<file path="config.mk">
export PLATFORM = sky130hd
export DESIGN_NAME = alu_seq
export DESIGN_NICKNAME = d
export VERILOG_FILES = /design/src/rtl/alu_pkg.sv /design/src/rtl/alu_iter_unit.sv /design/src/rtl/alu_seq.sv
export SDC_FILE = /design/constraint.sdc
export NUM_CORES = 1
export LEC_CHECK = 0
export ABC_CLOCK_PERIOD_IN_PS = 7500
export CAP_MARGIN = 20
export CORE_ASPECT_RATIO = 0.75
export CORE_MARGIN = 2
export CORE_UTILIZATION = 55
export DETAILED_ROUTE_END_ITERATION = 16
export PLACE_DENSITY = 0.79
export RECOVER_POWER = 25
export SYNTH_ARGS = -nofsm -noshare
export SYNTH_HDL_FRONTEND = slang
export SYNTH_SLANG_ARGS = --single-unit
</file>
<file path="constraint.sdc">
create_clock -name clk -period 7.5 [get_ports clk]
set_input_delay 0.75 -clock clk [delete_from_list [all_inputs] [get_ports clk]]
set_output_delay 0.75 -clock clk [all_outputs]
set_load 0.01 [all_outputs]
</file>
<file path="src/rtl/alu_pkg.sv">
// Shared definitions for the sequential ALU: opcodes, FSM states and
// status-register bit positions.
package alu_pkg;

    localparam int unsigned OPW = 5;

    localparam logic [OPW-1:0] OP_LD  = 5'h01;
    localparam logic [OPW-1:0] OP_ST  = 5'h02;
    localparam logic [OPW-1:0] OP_ADD = 5'h03;
    localparam logic [OPW-1:0] OP_SUB = 5'h04;
    localparam logic [OPW-1:0] OP_AND = 5'h05;
    localparam logic [OPW-1:0] OP_OR  = 5'h06;
    localparam logic [OPW-1:0] OP_XOR = 5'h07;
    localparam logic [OPW-1:0] OP_NOT = 5'h08;
    localparam logic [OPW-1:0] OP_SL  = 5'h09;
    localparam logic [OPW-1:0] OP_SR  = 5'h0A;
    localparam logic [OPW-1:0] OP_ASR = 5'h0B;
    localparam logic [OPW-1:0] OP_MUL = 5'h0C;
    localparam logic [OPW-1:0] OP_BZ  = 5'h10;
    localparam logic [OPW-1:0] OP_BNZ = 5'h11;
    localparam logic [OPW-1:0] OP_BRA = 5'h12;

    typedef enum logic [1:0] {
        IDLE  = 2'd0,
        SHIFT = 2'd1,
        MUL   = 2'd2,
        DONE  = 2'd3
    } state_t;

    // Bit positions inside the status register
    localparam int unsigned FLAG_Z = 0;
    localparam int unsigned FLAG_N = 1;
    localparam int unsigned FLAG_C = 2;
    localparam int unsigned FLAG_V = 3;
    localparam int unsigned FLAG_H = 4;
    localparam int unsigned NFLAGS = 5;

    function automatic logic is_shift(input logic [OPW-1:0] op);
        return (op == OP_SL) || (op == OP_SR) || (op == OP_ASR);
    endfunction

endpackage

</file>
<file path="src/rtl/alu_iter_unit.sv">
// Iterative datapath for SL/SR/ASR (one bit per cycle) and MUL (shift-add,
// WIDTH steps).
// Ports: clk, rst (sync, active-high), start (load operands), op, a, b;
//        done (current cycle performs the final step), result / carry_out /
//        half_bit (values produced by the current step, valid with done).
module alu_iter_unit
    import alu_pkg::*;
#(
    parameter int unsigned WIDTH = 32,
    parameter int unsigned HALF  = WIDTH / 2,
    parameter int unsigned CNTW  = $clog2(WIDTH) + 1
) (
    input  logic             clk,
    input  logic             rst,
    input  logic             start,
    input  logic [OPW-1:0]   op,
    input  logic [WIDTH-1:0] a,
    input  logic [WIDTH-1:0] b,
    output logic             done,
    output logic [WIDTH-1:0] result,
    output logic             carry_out,
    output logic             half_bit
);

    localparam logic [WIDTH-1:0] WMAX     = WIDTH'(WIDTH);
    localparam logic [CNTW-1:0]  CNT_FULL = CNTW'(WIDTH);

    logic [OPW-1:0]   op_q;
    logic [WIDTH-1:0] val;      // shift value, or multiplier/low product for MUL
    logic [WIDTH-1:0] hi;       // high product half for MUL
    logic [WIDTH-1:0] mcand;
    logic [CNTW-1:0]  cnt;
    logic [WIDTH-1:0] val_n;
    logic [WIDTH-1:0] hi_n;
    logic [WIDTH:0]   sum;

    // One iteration step
    always_comb begin
        val_n     = val;
        hi_n      = hi;
        sum       = '0;
        carry_out = 1'b0;
        half_bit  = 1'b0;
        case (op_q)
            OP_SL: begin
                val_n     = {val[WIDTH-2:0], 1'b0};
                carry_out = val[WIDTH-1];
                half_bit  = val[HALF-1];
            end
            OP_SR: begin
                val_n     = {1'b0, val[WIDTH-1:1]};
                carry_out = val[0];
                half_bit  = val[HALF];
            end
            OP_ASR: begin
                val_n     = {val[WIDTH-1], val[WIDTH-1:1]};
                carry_out = val[0];
                half_bit  = val[HALF];
            end
            OP_MUL: begin
                // Add multiplicand into the high half, then shift {sum, lo} right
                sum       = {1'b0, hi} + (val[0] ? {1'b0, mcand} : '0);
                hi_n      = sum[WIDTH:1];
                val_n     = {sum[0], val[WIDTH-1:1]};
                carry_out = (hi_n != '0);
            end
            default: ;
        endcase
        result = val_n;
        done   = (cnt == CNTW'(1));
    end

    // Operand latch and iteration counter
    always_ff @(posedge clk) begin
        if (rst) begin
            op_q  <= '0;
            val   <= '0;
            hi    <= '0;
            mcand <= '0;
            cnt   <= '0;
        end else if (start) begin
            op_q  <= op;
            val   <= (op == OP_MUL) ? b : a;
            hi    <= '0;
            mcand <= a;
            if (op == OP_MUL || b >= WMAX) begin
                cnt <= CNT_FULL;
            end else begin
                cnt <= CNTW'(b);
            end
        end else if (cnt != '0) begin
            val <= val_n;
            hi  <= hi_n;
            cnt <= cnt - CNTW'(1);
        end
    end

endmodule

</file>
<file path="src/rtl/alu_seq.sv">
// Clocked ALU with valid/ready handshake, persistent status register and
// iterative shifts/multiply.
// Ports: clk, rst (sync, active-high); in_valid/in_ready request handshake;
//        op, a, b operands; out_valid pulse with out, branch and flags;
//        busy during iterative ops; z/n/c/v/h flags registered, sflag = n^v.
module alu_seq
    import alu_pkg::*;
#(
    parameter int unsigned WIDTH = 32,
    parameter int unsigned HALF  = WIDTH / 2,
    parameter int unsigned CNTW  = $clog2(WIDTH) + 1
) (
    input  logic             clk,
    input  logic             rst,
    input  logic             in_valid,
    output logic             in_ready,
    input  logic [OPW-1:0]   op,
    input  logic [WIDTH-1:0] a,
    input  logic [WIDTH-1:0] b,
    output logic             out_valid,
    output logic [WIDTH-1:0] out,
    output logic             branch,
    output logic             busy,
    output logic             zflag,
    output logic             nflag,
    output logic             cflag,
    output logic             vflag,
    output logic             hflag,
    output logic             sflag
);

    state_t             state;
    logic [NFLAGS-1:0]  flags;

    logic               accept;
    logic               iter_c;
    logic               it_start;
    logic               it_done;
    logic [WIDTH-1:0]   it_result;
    logic               it_carry;
    logic               it_half;

    logic [WIDTH:0]     sum_c;
    logic [WIDTH-1:0]   diff_c;
    logic [WIDTH-1:0]   res_c;
    logic               c_c;
    logic               h_c;
    logic               v_c;
    logic               wr_c;
    logic               br_c;

    assign accept   = in_valid && in_ready;
    assign iter_c   = (op == OP_MUL) || (is_shift(op) && (b != '0));
    assign it_start = accept && iter_c;

    assign zflag = flags[FLAG_Z];
    assign nflag = flags[FLAG_N];
    assign cflag = flags[FLAG_C];
    assign vflag = flags[FLAG_V];
    assign hflag = flags[FLAG_H];
    assign sflag = flags[FLAG_N] ^ flags[FLAG_V];

    alu_iter_unit #(
        .WIDTH (WIDTH),
        .HALF  (HALF),
        .CNTW  (CNTW)
    ) u_iter (
        .clk       (clk),
        .rst       (rst),
        .start     (it_start),
        .op        (op),
        .a         (a),
        .b         (b),
        .done      (it_done),
        .result    (it_result),
        .carry_out (it_carry),
        .half_bit  (it_half)
    );

    // Single-cycle result and flag candidates
    always_comb begin
        sum_c  = {1'b0, a} + {1'b0, b};
        diff_c = a - b;
        res_c  = '0;
        c_c    = 1'b0;
        h_c    = 1'b0;
        v_c    = 1'b0;
        wr_c   = 1'b0;
        br_c   = 1'b0;
        case (op)
            OP_LD: res_c = b;
            OP_ST: res_c = a;
            OP_ADD: begin
                res_c = sum_c[WIDTH-1:0];
                c_c   = sum_c[WIDTH];
                // Carry into bit HALF recovered from the sum bit
                h_c   = a[HALF] ^ b[HALF] ^ sum_c[HALF];
                v_c   = (a[WIDTH-1] == b[WIDTH-1]) && (sum_c[WIDTH-1] != a[WIDTH-1]);
                wr_c  = 1'b1;
            end
            OP_SUB: begin
                res_c = diff_c;
                c_c   = (a < b);
                // Borrow into bit HALF recovered from the difference bit
                h_c   = a[HALF] ^ b[HALF] ^ diff_c[HALF];
                v_c   = (a[WIDTH-1] != b[WIDTH-1]) && (diff_c[WIDTH-1] != a[WIDTH-1]);
                wr_c  = 1'b1;
            end
            OP_AND: begin res_c = a & b; wr_c = 1'b1; end
            OP_OR:  begin res_c = a | b; wr_c = 1'b1; end
            OP_XOR: begin res_c = a ^ b; wr_c = 1'b1; end
            OP_NOT: begin res_c = ~a;    wr_c = 1'b1; end
            // Zero-count shifts pass a through and finish in one cycle
            OP_SL, OP_SR, OP_ASR: begin res_c = a; wr_c = 1'b1; end
            OP_BZ:  begin res_c = b; br_c = flags[FLAG_Z];  end
            OP_BNZ: begin res_c = b; br_c = ~flags[FLAG_Z]; end
            OP_BRA: begin res_c = b; br_c = 1'b1;           end
            default: ;
        endcase
    end

    // Control FSM, result and status registers
    always_ff @(posedge clk) begin
        if (rst) begin
            state     <= IDLE;
            out       <= '0;
            flags     <= '0;
            out_valid <= 1'b0;
            branch    <= 1'b0;
            busy      <= 1'b0;
            in_ready  <= 1'b1;
        end else begin
            out_valid <= 1'b0;
            case (state)
                IDLE: begin
                    if (accept) begin
                        in_ready <= 1'b0;
                        if (iter_c) begin
                            state <= (op == OP_MUL) ? MUL : SHIFT;
                            busy  <= 1'b1;
                        end else begin
                            state     <= DONE;
                            out_valid <= 1'b1;
                            out       <= res_c;
                            branch    <= br_c;
                            if (wr_c) begin
                                flags[FLAG_Z] <= (res_c == '0);
                                flags[FLAG_N] <= res_c[WIDTH-1];
                                flags[FLAG_C] <= c_c;
                                flags[FLAG_V] <= v_c;
                                flags[FLAG_H] <= h_c;
                            end
                        end
                    end
                end
                SHIFT, MUL: begin
                    if (it_done) begin
                        state         <= DONE;
                        busy          <= 1'b0;
                        out_valid     <= 1'b1;
                        out           <= it_result;
                        branch        <= 1'b0;
                        flags[FLAG_Z] <= (it_result == '0);
                        flags[FLAG_N] <= it_result[WIDTH-1];
                        flags[FLAG_C] <= it_carry;
                        flags[FLAG_V] <= 1'b0;
                        flags[FLAG_H] <= it_half;
                    end
                end
                DONE: begin
                    state    <= IDLE;
                    in_ready <= 1'b1;
                end
                default: state <= IDLE;
            endcase
        end
    end

endmodule

</file>
# [After elaboration in Yosys (flattened, before gate mapping)]
# Index checks and enable logic that the tools add are counted.
[totals] regBits=150 inputBits=72 out_inout_bits=42 wordCells=132
[classes] n_addsub=4 magnitude_cmp=2 eq_ne=32 n_mux=43 n_bitwise=9 n_reduce_logical=30
[op_table] operator="$pmux W32 S8" count=1
[op_table] operator="$mux W32" count=7
[op_table] operator="$pmux W32 S4" count=1
[op_table] operator="$logic_not A32 Y1" count=2
[op_table] operator="$pmux W32 S2" count=1
[op_table] operator="$reduce_bool A32 Y1" count=2
[op_table] operator="$eq A5 B4 Y1 const B" count=9
[op_table] operator="$add A32 B32 Y33" count=1
[op_table] operator="$add A32 B33 Y33" count=1
[op_table] operator="$and A32 B32 Y32" count=1
[op_table] operator="$ge A32 B6 Y1 const B" count=1
[op_table] operator="$lt A32 B32 Y1" count=1
[op_table] operator="$not A32 Y32" count=1
[op_table] operator="$or A32 B32 Y32" count=1
[op_table] operator="$sub A32 B32 Y32" count=1
[op_table] operator="$xor A32 B32 Y32" count=1
[op_table] operator="$eq A5 B3 Y1 const B" count=4
[op_table] operator="$mux W5" count=4
[op_table] operator="$mux W6" count=3
[op_table] operator="$pmux W1 S2" count=8
[op_table] operator="$eq A5 B5 Y1 const B" count=3
[op_table] operator="$eq A5 B2 Y1 const B" count=2
[op_table] operator="$mux W1" count=10
[op_table] operator="$ne A2 B2 Y1 const B" count=5
[op_table] operator="other kinds (24)" count=49

# [Logic depth before layout (Yosys ltp)]
# Gate-level depths: netlist of run 1.
[logic_depth] ltp_word=8 depth_mapped=17 mapped_depth_nobuf=15

# [Modules after synthesis]
# Synthesis of run 1 repeated with hierarchy kept, for this count alone.
[hier_totals] cells_unflattened=2280 area_unflattened_um2=16236.8
[by_module_without_submodules] mod="alu_seq" instances=1 cells_per_inst=1296 area_each_um2=8829.7 seq_area_each_um2=860.8
[by_module_without_submodules] mod="alu_iter_unit" instances=1 cells_per_inst=984 area_each_um2=7407.1 seq_area_each_um2=2142.1

# [Worst setup path before layout of run 1]
# OpenSTA, ideal clock, no wires.
[synth_timing] path_type="reg2reg" from="register u_iter.val[0]" to="register flags[2]" setup_time_ns=0.126 t_arrival_ns=4.004 required_time_ns=7.374 setup_slack_ns=3.370 path_stages_with_launch=17 path_buffers=2 period_less_slack_ns=4.130 cell_sequence="dfxtp_1 > clkbuf_1 > clkbuf_1 > and2_1 > ha_1 > inv_1 > fa_1 > nor2b_1 > o31a_1 > a21oi_1 > or4_1 > nor4_1 > o2111ai_1 > or4b_1 > or4_1 > o41ai_2 > nand3_1"
[synth_between] elab_chain_len=6
[synth_rtl] element="start: declaration" line="alu_iter_unit.sv:29" text="logic [WIDTH-1:0] val;"
[synth_rtl] element="start signal: assignment" line="alu_iter_unit.sv:83" text="val <= (op == OP_MUL) ? b : a;"
[synth_rtl] element="start signal: assignment" line="alu_iter_unit.sv:92" text="val <= val_n;"
[synth_rtl] element="$mux W32" line="alu_iter_unit.sv:62" text="sum = {1'b0, hi} + (val[0] ? {1'b0, mcand} : '0);"
[synth_rtl] element="$add A32 B33 Y33" line="alu_iter_unit.sv:62"
[synth_rtl] element="$reduce_bool A32 Y1" line="alu_iter_unit.sv:65" text="carry_out = (hi_n != '0);"
[synth_rtl] element="$pmux W1 S3 (*)" line="alu_iter_unit.sv:44" text="case (op_q)"
[synth_rtl] element="$mux W5 (*)" line="alu_seq.sv:157" text="if (it_done) begin"
[synth_rtl] element="$pmux W5 S2 (*)" line="alu_seq.sv:134" text="case (state)"
[synth_rtl] element="end signal: indexed assignment" line="alu_seq.sv:163" text="flags[FLAG_Z] <= (it_result == '0);"
[synth_rtl] element="end signal: indexed assignment" line="alu_seq.sv:164" text="flags[FLAG_N] <= it_result[WIDTH-1];"
[synth_rtl] element="end signal: indexed assignment" line="alu_seq.sv:165" text="flags[FLAG_C] <= it_carry;"
[synth_rtl] element="end: declaration" line="alu_seq.sv:33" text="logic [NFLAGS-1:0] flags;"
# Mark *: on every way between the ends. The rest lies on a longest branch, timed or not. The select of a mux whose other input is x is not followed.
# A chain may end at the register's enable or synchronous reset.

# [Worst setup path in the final report of run 1]
[layout_timing] from="input port a[6]" to="register out[25]"
[layout_between] elab_chain_len=5 word_cells_on_any_way=6 cone_classes="2 x add/sub; 4 x mux"
[layout_rtl] element="start: declaration" line="alu_seq.sv:18" text="input logic [WIDTH-1:0] a,"
[layout_rtl] element="$sub A32 B32 Y32 / $add A32 B32 Y33 (equally long branches)" line="alu_seq.sv:83, alu_seq.sv:82"
[layout_rtl] element="$pmux W32 S8 (*)" line="alu_seq.sv:90" text="case (op)"
[layout_rtl] element="$mux W32 (*)" line="alu_seq.sv:138" text="if (iter_c) begin"
[layout_rtl] element="$mux W32 (*)" line="alu_seq.sv:136" text="if (accept) begin"
[layout_rtl] element="$pmux W32 S2 (*)" line="alu_seq.sv:134"
[layout_rtl] element="end signal: assignment" line="alu_seq.sv:144" text="out <= res_c;"
[layout_rtl] element="end signal: assignment" line="alu_seq.sv:161" text="out <= it_result;"
[layout_rtl] element="end: declaration" line="alu_seq.sv:21" text="output logic [WIDTH-1:0] out,"
# Marks and branches as above.

==> results of run 1 <==
-- area by class of cell --
type	count	share of cell area, %
repair buffers	149	7.98
multi-input cells	1843	66.2
flip-flops and latches	150	17.2
clock inverters	11	0.988
well taps	385	2.76
inverters	110	2.36
clock buffers	21	2.52
-- worst max-delay path: stages --
cell and delay [ps]:
clkdlybuf4s50_1 810, inv_1 90, ha_1 480, and4_1 270
and3_1 190, a2111oi_0 930, a31oi_1 410, a21oi_1 590
o21ai_0 290, a211o_1 340, o21ai_0 160, nor2_1 120
a211oi_1 260, nor3_1 60
-- sequential cells by signal (all words and copies together) (netlist names) --
signal,count
out,32
u_iter.hi,32
u_iter.mcand,32
u_iter.val,32
u_iter.cnt,6
flags,5
u_iter.op_q,5
state,2
branch,1
busy,1
in_ready,1
out_valid,1
-- how the worst min path moves through the flow --
stage                     depth (start not counted)                to             start  slack, ps
after floorplan                                   2    u_iter.op_q[4]    u_iter.op_q[4]        420
after global placement                            2           out[20]           out[20]        440
after detailed placement                          2  u_iter.mcand[24]  u_iter.mcand[24]        440
after CTS                                         2    u_iter.op_q[4]    u_iter.op_q[4]        450
after global routing                              2           out[26]           out[26]        460
final                                             2           out[20]           out[20]        450
-- routing by layer --
metal	track usage [%]	up-vias	share of wire [%]
met3	9.83	211	14
met5	0	-	0
met2	62.6	1411	40
met4	19.0	0	4.8
met1	61.0	8563	41
li1	-	8232	-
-- logic make-up after synthesis --
| kind of cell | Yosys count | share of synthesized area (%) |
|---|---|---|
| simple gates | 828 | 24.6 |
| compound gates | 816 | 34.4 |
| buf+inv | 267 | 6.58 |
| flops | 150 | 19.3 |
| fa+ha+maj | 144 | 11.7 |
| xor+xnor | 34 | 1.92 |
| mux | 21 | 1.38 |
-- power by group through the flow --
stage	Clock (mW)	Sequential (mW)	Combinational, mW
floorplan	0	1.10	1.33
global placement	0	1.10	2.07
detailed placement	0	1.10	2.10
CTS	0.924	1.09	2.12
global route	0.962	1.11	2.32
finish	0.928	1.10	2.17
-- metrics by stage --
step	total power [mW]	hold slack (ps)	utilization (%)	area [sq um]	instances
2_1_floorplan	2.43	425	-	15500	2260
3_3_place_gp	3.17	439	60.3	16800	2635
3_5_place_dp	3.20	443	60.4	16900	2637
4_1_cts	4.13	450	62.6	17500	2669
5_1_grt	4.39	464	62.6	17500	2669
6_report	4.19	449	62.6	17500	2669
-- cell usage in the layout (no fill, tap or decap), types with 17 or more instances in the layout --
master	Yosys	routed
xor2_1	20	20
o21ai_0	82	82
clkbuf_16	0	17
mux2i_1	18	18
a21oi_1	344	343
o211ai_1	42	42
nor2b_1	24	23
nand2_1	327	326
nand4_1	27	27
nor3_1	30	29
a22oi_1	18	18
a211oi_1	36	35
inv_1	109	109
nor4_1	26	26
clkdlybuf4s50_1	0	70
a221oi_1	17	17
nand2b_1	17	17
and2_1	40	40
a22o_1	29	29
ha_1	141	140
a21o_1	40	40
a31oi_1	28	28
nor2_1	213	208
dfxtp_1	150	150
buf_4	1	32
nand3_1	45	44
o31ai_1	25	25
dlygate4sd3_1	0	42
==> flow_summary.yaml, run 1 <==
worst_setup_path:
  path_max_fanout: 13
  r2r_cells: 14
  worstPathArrival_ps: 5770
  r2r_start: "u_iter.val[0]"
  critPathKind: "primary input to register"
  start_kind: "primary input"
  r2r_end: "flags[2]"
  startpoint: "a[6]"
  endpoint: "out[25]"
  regToRegSetupSlack_ps: 2870
  end_kind: "register"
  crit_required_ps: 7660
run:
  drv_cap: 3
global_routing:
  antenna_found_initial: 0
  grt_usage_pct: 43.2
  grt_max_degree: 82
  grt.overflow.total: 0
  grt_pass1_wl_um: 98000
  grt_pass1_vias: 16500
clock_tree:
  clk_latency_ps: 440
  post_cts_buffers: 0
  hold_buffers: 0
  cts_root_buf: "clkbuf_16"
  clk_pin_slew_ps: 60
  cts_buffers: 17
  cts_tree: "done"
  cts_resized: 0
  cts.path.max_buffers: 2
  cts_sinks: 150
  ctsHtreeMaxLevel: 4
synth:
  syn_nets: 2476
  syn_area_per_cell_sq_um: 6.87
  synth_top_area_share_pct: 19.3
  yosys.area.top_type: "dfxtp_1"
  ys.flop_type: "dfxtp_1"
  synthTopCellsByArea: "dfxtp_1 (19%), ha_1 (11%), a21oi_1 (11%)"
  async_flop_share_pct: 0
  syn-instance-count: 2260
  synth_most_common_cell: "a21oi_1"
  ys_seq_elements: 150
  ys_types: 92
  synth_common_cells: "a21oi_1 (344), nand2_1 (327), nor2_1 (213)"
  synth_area_sq_um: 15500
  yosys_warnings: 0
  ys_seq_area_share_pct: 19.3
  synth_edf_count: 0
floorplanning:
  ios: 114
  dieArea_sq_um: 29600
  die_width_um: 198
  core_area_sq_um: 27900
  dieHeight_um: 150
  start_util_pct: 55.6
  row_count: 53
timing:
  finalSetupTns_ps: 0
  setup_ws_ps: 1890
  finalMaxSlewViolations: 169
  hold_viol_final: 0
  rsz0062_at_grt: "false"
  setup_viol: 0
  period_minus_slack_ps: 5610
  fmaxAchievable_mhz: 178
  relSlewSlack_pct: -145
  worst_pin_slew_ps: 3680
  fin_crit_sh_pct: 74.8
  skew_ps: 13.9
place:
  dp_hpwl_um: 48400
  portBuffers: 113
  dp_slack_ps: 1810
  routabilityCongestion: 1.07
power:
  power.switching_mw: 1.92
  pwr-share-comb_pct: 51.7
  ir_drop_mv: 0.229
  leakage_nw: 7.31
  switching_share_pct: 45.8
  p_clk_share_pct: 22.1
  p_per_area_nw_per_um2: 240
  p_seq_share_pct: 26.1
  internal_power_mw: 2.27
cells_and_area:
  multi_input_area_sq_um: 11600
  antenna_cells: 0
  final_nets: 2487
  drive_above_1_share_pct: 4.77
  seqCellArea_sq_um: 3000
  nFillCells: 2568
  syn2layout_area_growth_pct: 12.5
status:
  status: "finished, violations left"
  violations: "capacitance limit, slew limit"
detailed_routing:
  wl_per_cell_um: 24.5
  via_per_inst: 6.90
  wl_um: 65400
  drtAntennaViolNets: 0
  num_vias: 18400
  first_iter_violations: 2634
  firstDrtPassIters: 9
  drc: 0
hold_path:
  hold_path.class: "register to register"
Power figures use the tool's default switching activity.
==> inputs of run 2 (changes only) <==
- ABC_CLOCK_PERIOD_IN_PS: 7500 -> 5390
- clock period: 7.5 -> 5.39 ns (I/O delays scaled with it)
==> flow_summary.yaml, run 2 (synthesized netlist as in run 1, its figures left out) <==
clock_tree:
  cts_resized: 0
  cts_tree: "done"
  cts_sinks: 150
  hold_buffers: 0
  clk_latency_ps: 450
  post_cts_buffers: 0
  ctsHtreeMaxLevel: 4
  cts.path.max_buffers: 2
  cts_buffers: 17
  cts_root_buf: "clkbuf_16"
  clk_pin_slew_ps: 60
detailed_routing:
  wl_um: 65900
  wl_per_cell_um: 24.2
  drc: 0
  firstDrtPassIters: 10
  drtAntennaViolNets: 0
  via_per_inst: 6.80
  first_iter_violations: 2775
  num_vias: 18500
global_routing:
  antenna_found_initial: 3
  grt_max_degree: 64
  grt_pass1_wl_um: 99000
  grt_usage_pct: 43.8
  grt.overflow.total: 0
  grt_pass1_vias: 16900
run:
  drv_cap: 2
cells_and_area:
  layout_commonest_cell: "a21oi_1"
  final_nets: 2541
  mostFrequentLayoutCells: "a21oi_1 (343), nand2_1 (326), nor2_1 (208)"
  drive_above_1_share_pct: 7.10
  syn2layout_area_growth_pct: 14.8
timing:
  finalSetupTns_ps: 0
  hold_viol_final: 0
  fmaxAchievable_mhz: 204
  skew_ps: 6.38
  relSlewSlack_pct: -105
  period_minus_slack_ps: 4910
  setup_viol: 0
  fin_crit_sh_pct: 91.2
  rsz0062_at_grt: "false"
  finalMaxSlewViolations: 109
  worst_pin_slew_ps: 3070
  setup_ws_ps: 477
place:
  dp_slack_ps: 320
  dp_hpwl_um: 50100
  portBuffers: 113
  routabilityCongestion: 1.06
power:
  p_per_area_nw_per_um2: 324
  leakage_nw: 7.55
  ir_drop_mv: 0.344
hold_path:
  holdPathStages: 2
  hold_path.class: "register to register"
worst_setup_path:
  worstPathArrival_ps: 5120
  start_kind: "primary input"
  r2r_cells: 14
  path_max_fanout: 11
  end_kind: "register"
  critPathKind: "primary input to register"
  crit_required_ps: 5590
floorplanning:
  ios: 114
  core_area_sq_um: 27900
  die_width_um: 198
  start_util_pct: 55.6
  row_count: 53
  dieHeight_um: 150
  dieArea_sq_um: 29600
status:
  status: "finished, violations left"
  violations: "capacitance limit, slew limit"
## run 2: layer usage
| layer | global-route usage, % | up-vias | wire length, um | part of all wire [%] |
|---|---|---|---|---|
| met5 | 0 | - | 25 | 0.038 |
| met4 | 21.5 | 4 | 3380 | 5.1 |
| met3 | 11.9 | 270 | 8950 | 14 |
| met2 | 63.9 | 1390 | 26700 | 40 |
| met1 | 59.3 | 8533 | 26900 | 41 |
| li1 | - | 8338 | - | - |
## run 2: cell type report
type                    count  area [sq um]
repair buffers            203          1810
flip-flops and latches    150          3000
fillers                  2516         10100
inverters                 110           413
diodes                      1          2.50
well taps                 385           482
clock inverters             9          67.6
clock buffers              23           488
multi-input cells        1843         11600
## run 2: path summary, 6_finish.rpt
check | start | to | slack, ps
max | b[8] | out[25] | 480
min | out[24] | out[24] | 450
min reg2reg | out[24] | out[24] | 450
max reg2reg | u_iter.val[0] | flags[2] | 710
## run 2: report_power, final
group | switching [mW] | internal (mW) | total, mW
clock | 0.510 | 0.640 | 1.15
sequential | 0.200 | 1.33 | 1.53
combinational | 2.01 | 1.10 | 3.10
total | 2.72 | 3.07 | 5.78
## run 2: critical path: stages
cell,delay (ps)
clkdlybuf4s50_1,590
inv_1,90
ha_1,420
and4_1,290
and3_1,190
a2111oi_0,790
a31oi_1,370
a21oi_1,660
o21ai_0,290
a211o_1,330
o21ai_0,120
nor2_1,110
a211oi_1,260
nor3_1,70
## run 2: through the flow
| step | hold slack (ps) | area (sq um) | instances | utilization (%) | power [mW] |
|---|---|---|---|---|---|
| final | 451 | 17800 | 2724 | 63.9 | 5.78 |
| after global placement | 438 | 17300 | 2691 | 61.9 | 4.50 |
| after floorplan | 425 | 15500 | 2260 | - | 3.38 |
| after CTS | 451 | 17800 | 2723 | 63.9 | 5.69 |
| after detailed placement | 442 | 17300 | 2691 | 61.9 | 4.54 |
| after global routing | 465 | 17800 | 2723 | 63.9 | 6.06 |
